--- src/rtl/cpu_sequencer.sv ---
// Multi-cycle FETCH/DECODE/EXEC/MEM/WB sequencer for the 8-bit CPU datapath.
// Owns PC and IR, registers every decoded control, and resolves j/beq in WB.
module cpu_sequencer #(
  parameter logic [31:0] RESET_PC = 32'd0
) (
  input  logic        CLK,
  input  logic        RESET,
  input  logic [31:0] INSTRUCTION,
  input  logic        INSTR_VALID,
  input  logic        ZERO,
  input  logic        BUSYWAIT,
  output logic [31:0] PC,
  output logic [2:0]  WRITEREG,
  output logic [2:0]  READREG1,
  output logic [2:0]  READREG2,
  output logic [7:0]  IMMEDIATE,
  output logic [2:0]  ALUOP,
  output logic        COMPLEMENT_FLAG,
  output logic        IMMEDIATE_FLAG,
  output logic        WRITEENABLE,
  output logic        WB_SEL,
  output logic        MEM_READ,
  output logic        MEM_WRITE,
  output logic        ILLEGAL
);

  typedef enum logic [2:0] {
    S_FETCH,
    S_DECODE,
    S_EXEC,
    S_MEM,
    S_WB
  } state_t;

  state_t state, next_state;

  logic [31:0] ir_q;
  logic        zero_q;
  logic        wr_q, mr_q, mw_q, jmp_q, beq_q;

  logic [2:0]  dec_aluop;
  logic        dec_comp, dec_imm, dec_we, dec_wbsel;
  logic        dec_mr, dec_mw, dec_jmp, dec_beq, dec_illegal;

  logic        we_nxt, mr_nxt, mw_nxt, ill_nxt;
  logic        taken;
  logic [31:0] off_ext;
  logic [31:0] pc_next;

  // IR[23:19] carry no field for this instruction set.
  logic unused_ir;
  assign unused_ir = ^ir_q[23:19];

  // State register
  always_ff @(posedge CLK or negedge RESET) begin
    if (!RESET) state <= S_FETCH;
    else        state <= next_state;
  end

  // Next-state logic
  always_comb begin
    next_state = state;
    case (state)
      S_FETCH:  if (INSTR_VALID) next_state = S_DECODE;
      S_DECODE: next_state = S_EXEC;
      S_EXEC:   next_state = (mr_q || mw_q) ? S_MEM : S_WB;
      S_MEM:    if (!BUSYWAIT) next_state = S_WB;
      S_WB:     next_state = S_FETCH;
      default:  next_state = S_FETCH;
    endcase
  end

  // Opcode decode of the latched IR
  always_comb begin
    dec_aluop   = 3'b000;
    dec_comp    = 1'b0;
    dec_imm     = 1'b0;
    dec_we      = 1'b0;
    dec_wbsel   = 1'b0;
    dec_mr      = 1'b0;
    dec_mw      = 1'b0;
    dec_jmp     = 1'b0;
    dec_beq     = 1'b0;
    dec_illegal = 1'b0;
    case (ir_q[7:0])
      8'd0:  begin dec_imm = 1'b1; dec_we = 1'b1; end
      8'd1:  dec_we = 1'b1;
      8'd2:  begin dec_aluop = 3'b001; dec_we = 1'b1; end
      8'd3:  begin dec_aluop = 3'b001; dec_comp = 1'b1; dec_we = 1'b1; end
      8'd4:  begin dec_aluop = 3'b010; dec_we = 1'b1; end
      8'd5:  begin dec_aluop = 3'b011; dec_we = 1'b1; end
      8'd6:  dec_jmp = 1'b1;
      8'd7:  begin dec_aluop = 3'b001; dec_comp = 1'b1; dec_beq = 1'b1; end
      8'd8:  begin dec_imm = 1'b1; dec_mr = 1'b1; dec_wbsel = 1'b1; dec_we = 1'b1; end
      8'd9:  begin dec_mr = 1'b1; dec_wbsel = 1'b1; dec_we = 1'b1; end
      8'd10: begin dec_imm = 1'b1; dec_mw = 1'b1; end
      8'd11: dec_mw = 1'b1;
      default: dec_illegal = 1'b1;
    endcase
  end

  // Strobe outputs: next values derived from the transition being taken
  always_comb begin
    we_nxt  = wr_q && (state == S_EXEC || state == S_MEM) && (next_state == S_WB);
    mr_nxt  = mr_q && (next_state == S_MEM);
    mw_nxt  = mw_q && (next_state == S_MEM);
    ill_nxt = (state == S_DECODE) && dec_illegal;
  end

  assign off_ext = {{24{ir_q[31]}}, ir_q[31:24]};
  assign taken   = jmp_q || (beq_q && zero_q);
  assign pc_next = PC + 32'd1 + (taken ? off_ext : '0);

  always_ff @(posedge CLK or negedge RESET) begin
    if (!RESET) begin
      PC              <= RESET_PC;
      ir_q            <= '0;
      zero_q          <= 1'b0;
      WRITEREG        <= '0;
      READREG1        <= '0;
      READREG2        <= '0;
      IMMEDIATE       <= '0;
      ALUOP           <= '0;
      COMPLEMENT_FLAG <= 1'b0;
      IMMEDIATE_FLAG  <= 1'b0;
      WB_SEL          <= 1'b0;
      wr_q            <= 1'b0;
      mr_q            <= 1'b0;
      mw_q            <= 1'b0;
      jmp_q           <= 1'b0;
      beq_q           <= 1'b0;
      WRITEENABLE     <= 1'b0;
      MEM_READ        <= 1'b0;
      MEM_WRITE       <= 1'b0;
      ILLEGAL         <= 1'b0;
    end else begin
      WRITEENABLE <= we_nxt;
      MEM_READ    <= mr_nxt;
      MEM_WRITE   <= mw_nxt;
      ILLEGAL     <= ill_nxt;
      case (state)
        S_FETCH: if (INSTR_VALID) ir_q <= INSTRUCTION;
        S_DECODE: begin
          WRITEREG        <= ir_q[26:24];
          READREG1        <= ir_q[18:16];
          READREG2        <= ir_q[10:8];
          IMMEDIATE       <= ir_q[15:8];
          ALUOP           <= dec_aluop;
          COMPLEMENT_FLAG <= dec_comp;
          IMMEDIATE_FLAG  <= dec_imm;
          WB_SEL          <= dec_wbsel;
          wr_q            <= dec_we;
          mr_q            <= dec_mr;
          mw_q            <= dec_mw;
          jmp_q           <= dec_jmp;
          beq_q           <= dec_beq;
        end
        S_EXEC:  zero_q <= ZERO;
        S_WB:    PC <= pc_next;
        default: ;
      endcase
    end
  end

endmodule

--- config.mk ---
export PLATFORM = sky130hd
export DESIGN_NAME = cpu_sequencer
export DESIGN_NICKNAME = d
export VERILOG_FILES = /design/src/rtl/cpu_sequencer.sv
export SDC_FILE = /design/constraint.sdc
export NUM_CORES = 1
export LEC_CHECK = 0
export BUFFER_PORTS_ARGS = -buffer_cell sky130_fd_sc_hd__buf_2
export CORE_UTILIZATION = 43
export CTS_CLUSTER_SIZE = 12
export DETAILED_ROUTE_END_ITERATION = 12
export HOLD_SLACK_MARGIN = 0.08
export PLACE_DENSITY = 0.77
export REMOVE_ABC_BUFFERS = 1
export SLEW_MARGIN = 20
export SYNTH_ARGS = -nofsm -noshare
export SYNTH_HDL_FRONTEND = slang
export SYNTH_SLANG_ARGS = --single-unit
--- constraint.sdc ---
create_clock -name CLK -period 3.31 [get_ports CLK]
set_input_delay 0.331 -clock CLK [delete_from_list [all_inputs] [get_ports CLK]]
set_output_delay 0.331 -clock CLK [all_outputs]
set_load 0.01 [all_outputs]
==> results.yml <==
finish:
  drive_gt1_share_pct: 29.9
  fill_cells: 1025
  syn2layout_area_growth_pct: 16.6
  antenna_cells: 0
  fin_nets: 602
  final_util_pct: 51.7
  final_cells: 702
critical_path:
  critPathSlowestCell: "a211oi_2"
  end_kind: "flop"
  path_delay_family: "compound AO/OA/AOI/OAI gates"
  worstReg2RegStart: "beq_q$_DFFE_PN0P_"
  r2r_slack_ns: 0.24
  crit_arrival_ns: 3.36
  cp_cell_sequence: "a21o_4 > and2_1 > ha_1 > o21ai_0 > o21ai_1 > nand2_1 > a211oi_2 > mux2i_1 > xor2_1"
  r2r_cells: 9
  cp_slowest_stage_delay_ns: 0.47
  worstReg2RegEnd: "PC[16]$_DFFE_PN0N_"
  crit_fanout: 10
  critPathKind: "reg2reg"
  cp_num_buf_inv: 0
  crit_path_start_kind: "flop"
  worst_ep_required_time_ns: 3.60
global_routing:
  grt_pass1_wl_um: 20200
  first_global_vias: 4192
  grt_max_degree: 59
  grt.total_usage_pct: 22.0
  antenna_found_initial: 0
  grt_overflow: 0
yosys:
  ys_warn_count: 0
  yosysMostFrequentCell: "dfrtp_1"
  synthArstFlopShare_pct: 100
  synth_edf_count: 0
  synth_common_cells: "dfrtp_1 (90), nand2_1 (43), mux2_2 (41)"
  postSynthCellCount: 474
  ys_ff_latch: 90
  synth_cell_types: 60
  yosysSeqAreaShare_pct: 46.9
  synth_area_per_cell_um2: 10.1
  ys_top_cells_by_area: "dfrtp_1 (47%), mux2_2 (9.6%), nand2_1 (3.4%)"
  synth_top_area_share_pct: 46.9
  synthFlopType: "dfrtp_1"
  synth_area_mm2: 0.00480
  yosys.area.top_type: "dfrtp_1"
flow_run:
  max_cap_viol_count: 0
clock_network:
  cts_tree: "built"
  cts_buffer_depth: 2
  clk_pin_slew_worst_paths_ns: 0.09
  clock_latency_ns: 0.36
  numCtsBuffers: 9
  htreeDepth: 3
  clock-sinks: 90
  root_buffer: "clkbuf_8"
  cts_setup_buffers: 0
power_and_ir_drop:
  clkPwrFrac_pct: 18.8
  p_switching_w: 0.00165
  p_seq_share_pct: 43.5
  swShare_pct: 38.8
  p_int_w: 0.00260
  powerDensity_mw_per_mm2: 760
  ir_worst_vdd_mv: 0.445
  leakagePower_nw: 2.56
  pwr-share-comb_pct: 37.7
timing:
  setup-tns-final_ns: 0
  setup_ws_ns: 0.241
  rsz0062_at_grt: "false"
  slew_headroom_pct: 40.4
  finClkSkew_ns: 0.00637
  min_period_ns: 3.07
  slew_violations: 0
  hold_viol: 0
  setup_viol: 0
  fmaxAchievable_mhz: 326
  tightest_slew_ns: 0.886
  fin_crit_sh_pct: 92.7
die:
  die_x_um: 108
  die_h_um: 108
  die_area_mm2: 0.0116
  rows: 38
  core_mm2: 0.0108
  io-pin-count: 96
  start_util_pct: 44.3
placed_design:
  dp_hpwl_um: 8520
  dp_cells: 685
  gp_congestion: 0.874
  place_ws_ns: 0.256
  io_buffer_count: 89
route:
  drt_iter0_drc: 257
  antenna_left: 0
  drt-total-wl_um: 11800
  wire_per_inst_um: 16.8
  post-route-drc-count: 0
  vias: 4051
  drt_pass1_iterations: 5
  viasPerCell: 5.77
min_path:
  hold_start: "INSTRUCTION[31]"
  hold_depth: 3
  whs_endpoint: "ir_q[31]$_DFFE_PN0P_"
  hold_class: "in2reg"
outcome:
  outcome: "finished, final reports clean"
## state kept, by name, indices dropped and copies added (netlist names), 2 cells and up
name       count
IMMEDIATE      6
state          3
PC            32
READREG2       2
WRITEREG       3
READREG1       3
ir_q          27
ALUOP          2
## what timing repair did
action | in CTS | in global routing
endpoints found under the hold margin | 56 | 0
resized for setup | 0 | 0
hold buffers | 1 | 0
## power groups by stage
stage | clock [W] | sequential (W) | combinational [W]
after CTS | 0.000817 | 0.00185 | 0.00162
final | 0.000799 | 0.00185 | 0.00160
after detailed placement | 0 | 0.00187 | 0.00161
after global placement | 0 | 0.00184 | 0.00155
after global routing | 0.000861 | 0.00192 | 0.00178
after floorplan | 0 | 0.00187 | 0.000979
## metrics by stage
stage | hold WS [ns] | instance area [um2] | total power (W)
2_1_floorplan | 0.0354 | 4670 | 0.00285
3_3_place_gp | 0.425 | 5380 | 0.00339
3_5_place_dp | 0.436 | 5380 | 0.00348
4_1_cts | 0.177 | 5600 | 0.00429
5_1_grt | 0.178 | 5600 | 0.00455
6_report | 0.193 | 5600 | 0.00426
## cells by family (layout without fill, tap and decap cells)
logic type                 count (synthesis)  in the layout  share of synthesized area [%]
and+or+nand+nor                          178            178                           19.1
DFF                                       90             90                           46.9
AOI/OAI and AO/OA                         85             85                           12.2
muxes                                     48             48                           11.1
buffers and inverters                     36            124                           3.28
xor gates and xnor gates                  28             28                           5.11
adders and majority gates                  8              8                           2.24
other                                      1              1                         0.0781
## worst max path at each step
stage | end | startpoint | cells after the start | slack (ns)
global route | PC[20]$_DFFE_PN0N_ | beq_q$_DFFE_PN0P_ | 9 | 0.03
detailed placement | PC[16]$_DFFE_PN0N_ | beq_q$_DFFE_PN0P_ | 9 | 0.26
floorplan | ir_q[0]$_DFFE_PN0P_ | state[0]$_DFF_PN0_ | 3 | 0.27
CTS | PC[16]$_DFFE_PN0N_ | beq_q$_DFFE_PN0P_ | 9 | 0.23
finish | PC[16]$_DFFE_PN0N_ | beq_q$_DFFE_PN0P_ | 9 | 0.24
global placement | PC[20]$_DFFE_PN0N_ | beq_q$_DFFE_PN0P_ | 9 | 0.34
## cells in the final DEF, fill, tap and decap left out, types with 2 or more instances in the layout
cell type  count
ha_1           7
nand4_1       14
a2111oi_2      2
nand3_1       16
nor4b_1        2
dfrtp_1       90
o32a_1         2
nor2_1        31
or4_1          4
inv_1          7
a31oi_1        6
clkbuf_8      10
nand3b_1       2
inv_6          2
nand2b_1       3
o31ai_1        3
buf_4         12
or3_1          4
nor3b_1        3
xor2_1        11
xnor2_1       17
and2_1         9
o21ai_1        5
a211oi_1       4
a21o_1         2
buf_2         88
o21ai_0       24
mux2_2        41
o211ai_1       2
nor4_1        11
and4_1         2
mux2i_1        7
nand2_1       43
and3_1         7
a21oi_1       19
nor3_1        20
## worst min-delay path: cells and delay by family
kind,cells,cell delay [ns]
AO/OA/AOI/OAI,1,0.06
buffers and inverters,1,0.09
AND/OR/NAND/NOR,1,0.04
## metal layers
| metal | share of wire, % | wire length [um] | GRT usage [%] |
|---|---|---|---|
| met3 | 7.2 | 854 | 5.99 |
| met4 | 1.4 | 160 | 6.65 |
| met5 | 0 | 0 | 0 |
| met2 | 48 | 5720 | 37.1 |
| met1 | 43 | 5080 | 27.4 |
## layout make-up
| class | count | area (um2) | area share [%] |
|---|---|---|---|
| clock buffer | 10 | 138 | 2.46 |
| clock inverter | 6 | 71.3 | 1.27 |
| inverter | 7 | 26.3 | 0.469 |
| multi-input combinational | 348 | 2400 | 42.8 |
| sequential | 90 | 2250 | 40.2 |
| tap | 140 | 175 | 3.13 |
| timing repair buffer | 101 | 541 | 9.65 |
Power figures use the tool's default switching activity.
